### src/rtl/cipher_block_loader.sv
// cipher_block_loader: packs a byte stream into AES-128 key/data 4x4 state arrays and presents them with valid/ready.
// Optional feature macro CIPHER_LOADER_KEY_REUSE_EN adds key_reload to keep the key and stream data-only blocks.
module cipher_block_loader #(
    parameter int BLOCK_BYTES = 16
) (
    input  logic                 clk,
    input  logic                 rst,
    input  logic [7:0]           in_byte,
    input  logic                 in_valid,
    output logic                 in_ready,
    output logic [3:0][3:0][7:0] out_key,
    output logic [3:0][3:0][7:0] out_data,
    output logic                 out_valid,
    input  logic                 out_ready
`ifdef CIPHER_LOADER_KEY_REUSE_EN
    ,
    input  logic                 key_reload
`endif
);
    localparam logic [3:0] LAST_IDX = 4'(BLOCK_BYTES - 1);

    typedef enum logic [1:0] {
        LOAD_KEY,
        LOAD_DATA,
        PRESENT
    } state_t;

    state_t               state_q, state_d;
    logic [3:0]           cnt_q, cnt_d;
    logic [3:0][3:0][7:0] key_q, key_d;
    logic [3:0][3:0][7:0] data_q, data_d;
    logic                 valid_q, valid_d;
    logic                 accept;
    logic                 last_byte;

    // Nothing is taken while presenting, so a block is never loaded and consumed on the same edge.
    assign in_ready  = !rst && (state_q != PRESENT);
    assign accept    = in_valid && in_ready;
    assign last_byte = (cnt_q == LAST_IDX);

    always_comb begin
        state_d = state_q;
        cnt_d   = cnt_q;
        key_d   = key_q;
        data_d  = data_q;
        valid_d = valid_q;
        case (state_q)
            LOAD_KEY: begin
                if (accept) begin
                    key_d[cnt_q[3:2]][cnt_q[1:0]] = in_byte;
                    cnt_d = last_byte ? 4'd0 : cnt_q + 4'd1;
                    if (last_byte) begin
                        state_d = LOAD_DATA;
                    end
                end
            end
            LOAD_DATA: begin
                if (accept) begin
                    data_d[cnt_q[3:2]][cnt_q[1:0]] = in_byte;
                    cnt_d = last_byte ? 4'd0 : cnt_q + 4'd1;
                    if (last_byte) begin
                        state_d = PRESENT;
                        valid_d = 1'b1;
                    end
                end
            end
            PRESENT: begin
                if (valid_q && out_ready) begin
                    valid_d = 1'b0;
                    state_d = LOAD_KEY;
`ifdef CIPHER_LOADER_KEY_REUSE_EN
                    if (!key_reload) begin
                        state_d = LOAD_DATA;
                    end
`endif
                end
            end
            default: begin
                state_d = LOAD_KEY;
            end
        endcase
    end

    always_ff @(posedge clk) begin
        if (rst) begin
            state_q <= LOAD_KEY;
            cnt_q   <= 4'd0;
            key_q   <= '0;
            data_q  <= '0;
            valid_q <= 1'b0;
        end else begin
            state_q <= state_d;
            cnt_q   <= cnt_d;
            key_q   <= key_d;
            data_q  <= data_d;
            valid_q <= valid_d;
        end
    end

    assign out_key   = key_q;
    assign out_data  = data_q;
    assign out_valid = valid_q;

endmodule

### config.mk
export PLATFORM = sky130hd
export DESIGN_NAME = cipher_block_loader
export DESIGN_NICKNAME = d
export VERILOG_FILES = /design/src/rtl/cipher_block_loader.sv
export SDC_FILE = /design/constraint.sdc
export NUM_CORES = 1
export LEC_CHECK = 0
export CORE_AREA = 3 3 145 147
export DETAILED_ROUTE_END_ITERATION = 8
export DIE_AREA = 0 0 148 150
export PLACE_DENSITY = 0.84
export SLEW_MARGIN = 40
export SYNTH_ARGS = -nofsm -noshare
export SYNTH_HDL_FRONTEND = slang
export SYNTH_SLANG_ARGS = --single-unit
### constraint.sdc
create_clock -name clk -period 2.91 [get_ports clk]
set_input_delay 0.4365 -clock clk [delete_from_list [all_inputs] [get_ports clk]]
set_output_delay 0.4365 -clock clk [all_outputs]
set_load 0.02 [all_outputs]
==> results of run 1 <==
-- cells by family (layout without fill, tap and decap cells) --
kind of cell	after synthesis	after routing
muxes	1	1
xor gates and xnor gates	2	2
DFF	263	263
adders and majority gates	4	4
buffers and inverters	168	358
AOI/OAI and AO/OA	521	521
and+or+nand+nor	294	294
-- synth_stat cells --
cell       instances
or4_1              1
nand2_1            5
nand4bb_1          3
buf_4              7
o21ai_0           51
nand3b_1           6
buf_1             12
and4bb_1           2
nor4bb_1           1
nor4_4             1
a311oi_1           1
or4_4              1
clkbuf_1          86
nand4b_1           1
nor4b_4            3
buf_2             49
nand3_1          256
nor2_1             4
dfxtp_1          263
xor2_1             1
or4b_1             2
mux2i_1            1
and3b_1            4
a21oi_1          260
a211oi_1           1
nor2b_1            2
a21bo_1            1
and4b_1            1
xnor2_1            1
ha_1               4
o21ai_1          207
inv_1              2
buf_6             12
or4b_4             1
-- routing by layer --
| metal | vias up | GRT usage (%) | routed length, um |
|---|---|---|---|
| met3 | 94 | 8.30 | 4320 |
| met4 | 0 | 12.5 | 1260 |
| met5 | - | 0 | 0 |
| met2 | 664 | 47.4 | 16400 |
| met1 | 5029 | 38.1 | 13500 |
| li1 | 4827 | - | - |
-- path summary, 6_finish.rpt --
check                                               start                         to  slack (ns)  cells past startpoint
worst max-delay path              state_q[1]$_SDFFE_PP0P_                   in_ready        0.41                      3
worst min-delay path                                  rst      cnt_q[2]$_SDFFE_PP0P_        0.29                      2
worst max register to register      cnt_q[2]$_SDFFE_PP0P_   out_key[82]$_SDFFE_PP0P_        0.75                      3
worst min register to register  out_key[112]$_SDFFE_PP0P_  out_key[112]$_SDFFE_PP0P_        0.47                      2
-- critical path, cell delays in order, from the launching register on --
cell and delay (ns):
dfxtp_1 0.52, nor2b_1 0.34, nor2_1 0.11, clkdlybuf4s50_1 0.56
-- power groups by stage --
stage	clock network (W)	logic, W	registers (W)
after global routing	0.00361	0.000390	0.00363
final	0.00346	0.000374	0.00363
after detailed placement	0	0.000360	0.00371
after floorplan	0	0.000207	0.00372
after global placement	0	0.000358	0.00370
after CTS	0.00346	0.000361	0.00363
-- sequential cells by signal, indices dropped and copies added (netlist names) --
name       cells
cnt_q          4
out_data     128
out_key      128
out_valid      1
state_q        2
-- layout by cell type, fill, tap and decap left out, types with 2 or more instances in the layout --
cell type | synthesis | routed
clkdlybuf4s50_1 | 0 | 268
and3b_2 | 0 | 4
bufinv_16 | 0 | 2
clkbuf_16 | 0 | 27
buf_12 | 0 | 4
nand2_1 | 5 | 5
nand3_1 | 256 | 256
ha_1 | 4 | 4
nor2b_1 | 2 | 2
buf_6 | 12 | 3
nor2_1 | 4 | 4
o21ai_1 | 207 | 207
nor4b_4 | 3 | 3
clkbuf_8 | 0 | 5
nand3b_1 | 6 | 6
dfxtp_1 | 263 | 263
clkinv_2 | 0 | 6
nand4bb_1 | 3 | 3
inv_1 | 2 | 2
clkbuf_1 | 86 | 8
buf_4 | 7 | 31
a21oi_1 | 260 | 260
o21ai_0 | 51 | 51
-- per-stage QoR --
| step | util, % | std cells | hold slack [ns] |
|---|---|---|---|
| floorplan | - | 1253 | 0.533 |
| global placement | 64.8 | 1663 | 0.460 |
| detailed placement | 64.9 | 1663 | 0.466 |
| CTS | 69.2 | 1713 | 0.281 |
| global route | 69.2 | 1713 | 0.300 |
| finish | 69.2 | 1713 | 0.289 |
-- layout make-up --
type | count | share of cell area (%)
clock buffers | 40 | 5.58
clock inverters | 10 | 0.766
inverters | 2 | 0.0541
multi-input cells | 822 | 31.4
flip-flops and latches | 263 | 37.9
well taps | 270 | 2.43
repair buffers | 306 | 21.8
==> flow_summary_export.csv, run 1 <==
group,metric,value,unit
status,status,"complete, but fails checks",
status,violations,"DRC",
power,clkPwrFrac,46.4,%
die,design.die.area,22200,um2
global_route,globalRouteTotalUtil,29.7,%
yosys,ys_seq_area_share,50.6,%
power,power_density,538,nW/um2
clock_network,cts_sinks,263,
global_route,overflow,0,
clock_network,cts_root_buffer,"clkbuf_16",
power,ir_drop,0.000521,V
clock_network,insertion_delay,0.53,ns
routing,viasPerCell,6.20,
yosys,yosysTopAreaCellShare,50.6,%
placed_design,pre_cts_slack,0.652,ns
finish,n_antenna_cell,0,
finish,num-nets-final,1438,
die,die_y,150,um
sta,maxSlewHeadroom,42.5,%
clock_network,clk_pin_slew,0.06,ns
yosys,synthCells,1253,
clock_network,postCtsHoldBufs,0,
routing,drt_wl_total,35500,um
critical_path,critPathKind,"flop to output port",
yosys,synthTopCellsByArea,"dfxtp_1 51%, a21oi_1 13%, nand3_1 12%",
die,start_util,51.9,%
power,power_frac_comb,5.0,%
clock_network,cts_setup_buffers,0,
finish,regArea,5270,um2
sta,fmax,0.400,GHz
yosys,synth_mux_area_share,0.0962,%
die,die_w,148,um
die,num_io_pins,270,
sta,setup_violations,0,
sta,fin_skew,0.00906,ns
critical_path,cp.required,2.47,ns
placed_design,hpwl,20000,um
critical_path,start_kind,"flop",
routing,antenna_left,0,
die,fp-row-count,52,
sta,period_minus_slack,2.50,ns
routing,vias,10600,
sta,worstMarginPinSlew,0.862,ns
run,drv_cap,0,
power,switching_power,0.00175,W
yosys,synth_top_cell_by_area,"dfxtp_1",
yosys,yosys_warnings,0,
min_path,hold_class,"input pin to flop",
finish,drive_gt1_share,6.44,%
power,sw_frac_of_total,23.4,%
power,p_leak,4.32,nW
power,p_int,0.00571,W
power,p_total,0.00746,W
clock_network,h-tree-depth,1,
routing,drt_pass1_iterations,7,
yosys,syn_area_per_cell,8.31,um2
sta,fin_ws,0.410,ns
clock_network,cts_tree,"yes",
yosys,synthSimpleGateAreaFrac,15.8,%
power,seq_power_share,48.6,%
yosys,synth_cell_types,34,
critical_path,cp-end-kind,"output port",
global_route,antenna_found_initial,0,
placed_design,place_congestion,0.792,
sta,drv_slew,0,
yosys,synth_area,10400,um2
finish,syn2layout_area_growth,33.3,%
placed_design,post_dp_cell_area,13000,um2
yosys,synth_top_family_by_area,"compound AO/OA/AOI/OAI gates",
clock_network,cts_resized,0,
sta,rsz0062_at_grt,"no",
routing,drc,1,
global_route,grt_pass1_vias,9835,
yosys,syn_nets,1269,
sta,finalSetupTns,0,ns
routing,drt_iter0_markers,1020,
global_route,grt_max_degree,116,
sta,hold_violations,0,
clock_network,cts_inserted_buffers,27,
yosys,synth_xor_area_share,0.168,%
global_route,grt_pass1_wl,53900,um
finish,fillers,1637,
sta,period_share,85.9,%
routing,avgRoutedWirePerCell,20.7,um
yosys,synth_fa_ha_area_share,0.481,%
die,core,20000,um2
critical_path,worstPathMaxFanout,11,
critical_path,cp.arrival,2.06,ns
yosys,synth_compound_area_share,25.2,%
clock_network,cts_buffer_depth,3,
finish,final_cell_area,13900,um2
finish,multi_input_area,4360,um2
yosys,ys_seq_elements,263,
placed_design,portBuffers,269,
(Power assumes the default switching activity.)
==> run 2, diff against run 1 <==
==> constraint.sdc (replaced) <==
create_clock -name clk -period 2.91 [get_ports clk]
set_input_delay 0.291 -clock clk [delete_from_list [all_inputs] [get_ports clk]]
set_output_delay 0.291 -clock clk [all_outputs]
set_load 0.02 [all_outputs]
==> run 2 against run 1 <==
The flow now finishes without violations. Register-to-register slack got worse by 0.07 ns. Utilization fell by 0.27 points. Critical endpoint unchanged. Via count fell by 0.72%. Sequential cell count did not move. Global-route usage fell by 0.25 points.
==> flow_summary_export.csv, run 2 (synthesis results as in run 1) <==
group,metric,value,unit
clock_network,cts_tree,"yes",
clock_network,cts_root_buffer,"clkbuf_16",
sta,fin_skew,0.00978,ns
routing,drt_pass1_iterations,6,
critical_path,r2r_cells,4,
sta,rsz0062_at_grt,"no",
routing,drt_iter0_markers,937,
critical_path,cp-end-kind,"output port",
run,drv_cap,0,
routing,antenna_left,0,
min_path,hold_path_end,"out_key[36]$_SDFFE_PP0P_",
routing,drt_wl_total,35100,um
clock_network,cts_buffer_depth,3,
sta,maxSlewHeadroom,50.4,%
finish,final_cell_mix,"268 x clkdlybuf4s50_1, 263 x dfxtp_1, 260 x a21oi_1, 256 x nand3_1, 207 x o21ai_1",
clock_network,insertion_delay,0.52,ns
die,die_y,150,um
clock_network,cts_setup_buffers,0,
critical_path,worstReg2RegStart,"cnt_q[2]$_SDFFE_PP0P_",
sta,hold_slack,0.190,ns
routing,drc,0,
finish,n_antenna_cell,0,
finish,syn2layout_area_growth,32.8,%
global_route,antenna_found_initial,0,
critical_path,r2r_slack,0.68,ns
finish,fin_util,69.0,%
sta,drv_slew,0,
sta,period_minus_slack,2.40,ns
sta,hold_violations,0,
power,p_leak,4.30,nW
die,fp-row-count,52,
finish,final_common_cell,"clkdlybuf4s50_1",
critical_path,critPathKind,"flop to output port",
critical_path,start_kind,"flop",
finish,drive_gt1_share,6.51,%
routing,vias,10500,
min_path,hold_class,"input pin to flop",
power,power_density,524,nW/um2
global_route,grt_max_degree,87,
placed_design,hpwl,20400,um
critical_path,cp.required,2.62,ns
min_path,worstHoldStart,"rst",
placed_design,place_congestion,0.821,
clock_network,cts_inserted_buffers,26,
routing,viasPerCell,6.15,
clock_network,cts_resized,0,
clock_network,clk_pin_slew,0.06,ns
clock_network,postCtsHoldBufs,0,
die,die_w,148,um
clock_network,h-tree-depth,1,
finish,multi_input_area,4360,um2
sta,setup_violations,0,
global_route,overflow,0,
finish,num-nets-final,1442,
placed_design,dp_cells,1668,
finish,final_cells,1713,
die,design.die.area,22200,um2
die,start_util,51.9,%
die,core,20000,um2
sta,finalSetupTns,0,ns
sta,period_share,82.3,%
sta,worstMarginPinSlew,0.743,ns
power,ir_drop,0.000479,V
critical_path,cp.arrival,2.10,ns
status,status,"finished, final reports clean",
die,num_io_pins,270,
finish,regArea,5270,um2
global_route,grt_pass1_wl,53400,um
clock_network,cts_sinks,263,
min_path,holdPathStages,2,
critical_path,worstPathMaxFanout,11,
routing,avgRoutedWirePerCell,20.5,um
finish,fillers,1605,
placed_design,portBuffers,269,
sta,fmax,0.417,GHz
global_route,globalRouteTotalUtil,29.5,%
global_route,grt_pass1_vias,9736,
critical_path,timing.rr.end,"out_key[102]$_SDFFE_PP0P_",
==> run 2: where the power goes <==
part           internal (W)  switching, W  total, W
sequential          0.00361     0.0000120   0.00363
clock               0.00186       0.00139   0.00325
combinational     0.0000837      0.000292  0.000376
total               0.00556       0.00169   0.00725
==> run 2: worst max path at each step <==
stage	startpoint	slack [ns]	to	depth (start not counted)
3_3_place_gp	in_valid	0.72	out_data[46]$_SDFFE_PP0P_	5
2_1_floorplan	cnt_q[0]$_SDFFE_PP0P_	1.38	out_data[26]$_SDFFE_PP0P_	6
6_report	state_q[1]$_SDFFE_PP0P_	0.51	in_ready	3
5_1_grt	state_q[1]$_SDFFE_PP0P_	0.44	in_ready	3
3_5_place_dp	in_valid	0.64	out_key[40]$_SDFFE_PP0P_	5
4_1_cts	state_q[1]$_SDFFE_PP0P_	0.51	in_ready	3
==> run 2: layout make-up <==
type | instances | share of cell area [%]
Sequential cell | 263 | 38.1
Multi-Input combinational cell | 822 | 31.5
Timing Repair Buffer | 311 | 22.0
Clock buffer | 36 | 5.35
Tap cell | 270 | 2.44
Clock inverter | 9 | 0.570
Inverter | 2 | 0.0543
==> run 2: metal layers <==
layer	GRT usage, %	share of wire [%]
met1	37.7	37
met2	47.3	46
met3	8.45	12
met4	11.8	4.1
met5	0	0
==> run 2: metrics by stage <==
stage	instance area [um2]	power (W)	setup slack, ns
CTS	13800	0.00727	0.505
detailed placement	13000	0.00407	0.640
floorplan	10400	0.00392	1.38
global placement	13000	0.00406	0.724
global route	13800	0.00743	0.442
finish	13800	0.00725	0.514
==> run 2: critical path, cell delays in order (launching register included) <==
cell and delay (ns):
dfxtp_1 0.54, nor2b_1 0.36, nor2_1 0.12, clkdlybuf4s50_1 0.56
==> edit (flow settings as in run 1) <==
The option `CIPHER_LOADER_KEY_REUSE_EN` is turned on by a define.
--- a/src/rtl/cipher_block_loader.sv
+++ b/src/rtl/cipher_block_loader.sv
@@ -1,4 +1,6 @@
 // cipher_block_loader: packs a byte stream into AES-128 key/data 4x4 state arrays and presents them with valid/ready.
 // Optional feature macro CIPHER_LOADER_KEY_REUSE_EN adds key_reload to keep the key and stream data-only blocks.
+`define CIPHER_LOADER_KEY_REUSE_EN
+
 module cipher_block_loader #(
     parameter int BLOCK_BYTES = 16
Ports: changed (added key_reload); port bits go from 270 to 271. No check against the original RTL was run, so the function may have changed too.
==> edit against run 1 <==
- setup slack better by 0.035 ns
- clock skew is 0.00094 ns higher
- total power is 0.13% higher
- sequential cell count stayed put
- register-to-register slack better by 0.16 ns
- count of clock-buffer cells in the layout stayed put
- area after synthesis is 2.5% higher
- final area is 0.44% higher
- routed wire length is 0.39% lower
- largest cell class unchanged
- highest routed layer unchanged
==> edit: results (changes against run 1) <==
[timing]
tns_ns = 0  ; unchanged
skew_ns = 0.0100  ; +0.000935 ns
max_freq_ghz = 0.406  ; +1.4%
maxSlewHeadroom_pct = 46.6  ; +4.1 points

[placement]
io_buffers = 270  ; +0.37%
globalplace.congestion = 0.832  ; +5.2%
pre_cts_ws_ns = 0.599  ; -0.0533 ns
post-dp-hpwl_mm = 20.6  ; +3.5%

[setup_path]
r2r_setup_slack_ns = 0.91  ; +0.16 ns
crit_path_max_fanout = 21  ; +10
worst_r2r_startpoint = cnt_q[3]$_SDFFE_PP0P_
worstPathArrival_ns = 2.03  ; -0.03 ns
startpoint = state_q[1]$_SDFFE_PP0P_

[clocking]
ctsLongestPathBuffers = 3  ; unchanged
cts-buffers-inserted = 26  ; -3.7%
cts.repair.resized = 0  ; unchanged
clkLatencyLatePin_ns = 0.52
post_cts_setup_buffers = 0  ; unchanged
clk_transition_reported_paths_ns = 0.06  ; about the same
cts.root.buffer_cell = sky130_fd_sc_hd__clkbuf_16
cts-htree-levels = 1  ; unchanged

[synth]
yosysSeqAreaShare_pct = 49.3  ; -1.2 points
yosysWarningCount = 0  ; unchanged
synth_nets = 1273  ; +0.32%
synth.lib_cells_used.distinct = 36  ; +5.9%
netlist_top_cells_area = sky130_fd_sc_hd__dfxtp_1 (49%), sky130_fd_sc_hd__a21oi_1 (12%), sky130_fd_sc_hd__nand3_1 (12%)
synth-async-reset-ratio_pct = 0  ; unchanged
synth_common_cells = sky130_fd_sc_hd__dfxtp_1 (263), sky130_fd_sc_hd__a21oi_1 (261), sky130_fd_sc_hd__nand3_1 (257), sky130_fd_sc_hd__o21ai_0 (218), sky130_fd_sc_hd__clkbuf_1 (68)

[final_layout]
finish.net_count = 1443  ; +0.35%
post_route_cells_drive_above_1_share_pct = 6.92  ; +0.48 points
insertedDiodeCount = 0  ; unchanged

[grt]
grt_pass1_vias = 9830  ; -0.051%
grt_start_max_net_pins = 140  ; +21%
global_route_wire_length_before_repair_mm = 54.0  ; +0.24%
antenna_found_initial = 0  ; unchanged
groute.usage.overall_pct = 29.8  ; +0.068 points

[power_and_ir_drop]
worst_ir_drop_vdd_mv = 0.425  ; -18%
leakage_nw = 4.37  ; +1.2%

[detailed_routing]
drt-pass1-iter-count = 5  ; -2
num_vias = 10600  ; -0.18%
initialDrtViolationCount = 1330  ; +30%
wirelength_mm = 35.3  ; -0.39%

[min_path]
hp-class = input port to flip-flop
min-delay-start = rst

[outcome]
outcome = complete, no violations

[edit: stage by stage]
stage	std cells	util (%)	area (sq um)	hold slack (ns)
global placement	1668	65.0	13000	0.459
global route	1715	69.6	13900	0.234
CTS	1715	69.6	13900	0.225
floorplan	1256	-	10700	0.494
detailed placement	1668	65.0	13000	0.465
finish	1715	69.6	13900	0.236
[edit: final cells by class]
type                    count  area, sq um
multi-input cells         824         4370
well taps                 270          338
clock buffers              40          825
repair buffers            309         3050
fillers                  1573         6100
clock inverters             7         87.6
inverters                   2         7.51
flip-flops and latches    263         5270
[edit: kinds of logic (layout without fill, tap and decap cells)]
kind of cell / Yosys count / in the layout / synth area share (%)
AO/OA/AOI/OAI: 521 / 521 / 24.5
AND/OR/NAND/NOR: 297 / 297 / 15.7
flip-flops: 263 / 263 / 49.3
buffers and inverters: 169 / 358 / 9.78
adder cells (fa/ha/maj): 4 / 4 / 0.469
XOR/XNOR: 1 / 1 / 0.0821
multiplexers: 1 / 1 / 0.0938
[edit: worst paths after layout]
kind,end,cells past startpoint
min,cnt_q[2]$_SDFFE_PP0P_,2
max reg2reg,out_data[22]$_SDFFE_PP0P_,4
max,in_ready,4
min reg2reg,out_data[108]$_SDFFE_PP0P_,2
[edit: metal layers]
layer | vias to the layer above | routed length (um) | GRT usage [%]
met5 | - | 0 | 0
met4 | 0 | 1240 | 11.1
met3 | 92 | 3560 | 6.30
met2 | 583 | 17100 | 49.4
met1 | 5097 | 13500 | 38.5
li1 | 4823 | - | -
[edit: power by group]
part           switching [mW]  total (mW)  internal, mW  leakage, nW
clock network            1.40        3.52          2.12        0.452
registers             0.00874        3.62          3.61         2.12
logic                   0.256       0.333        0.0769         1.80
[edit: critical path, cell delays in order (launching register included)]
cell and delay (ns):
sky130_fd_sc_hd__dfxtp_1 0.30, sky130_fd_sc_hd__buf_4 0.21, sky130_fd_sc_hd__and2b_1 0.23, sky130_fd_sc_hd__nor2_1 0.14, sky130_fd_sc_hd__clkdlybuf4s50_1 0.63
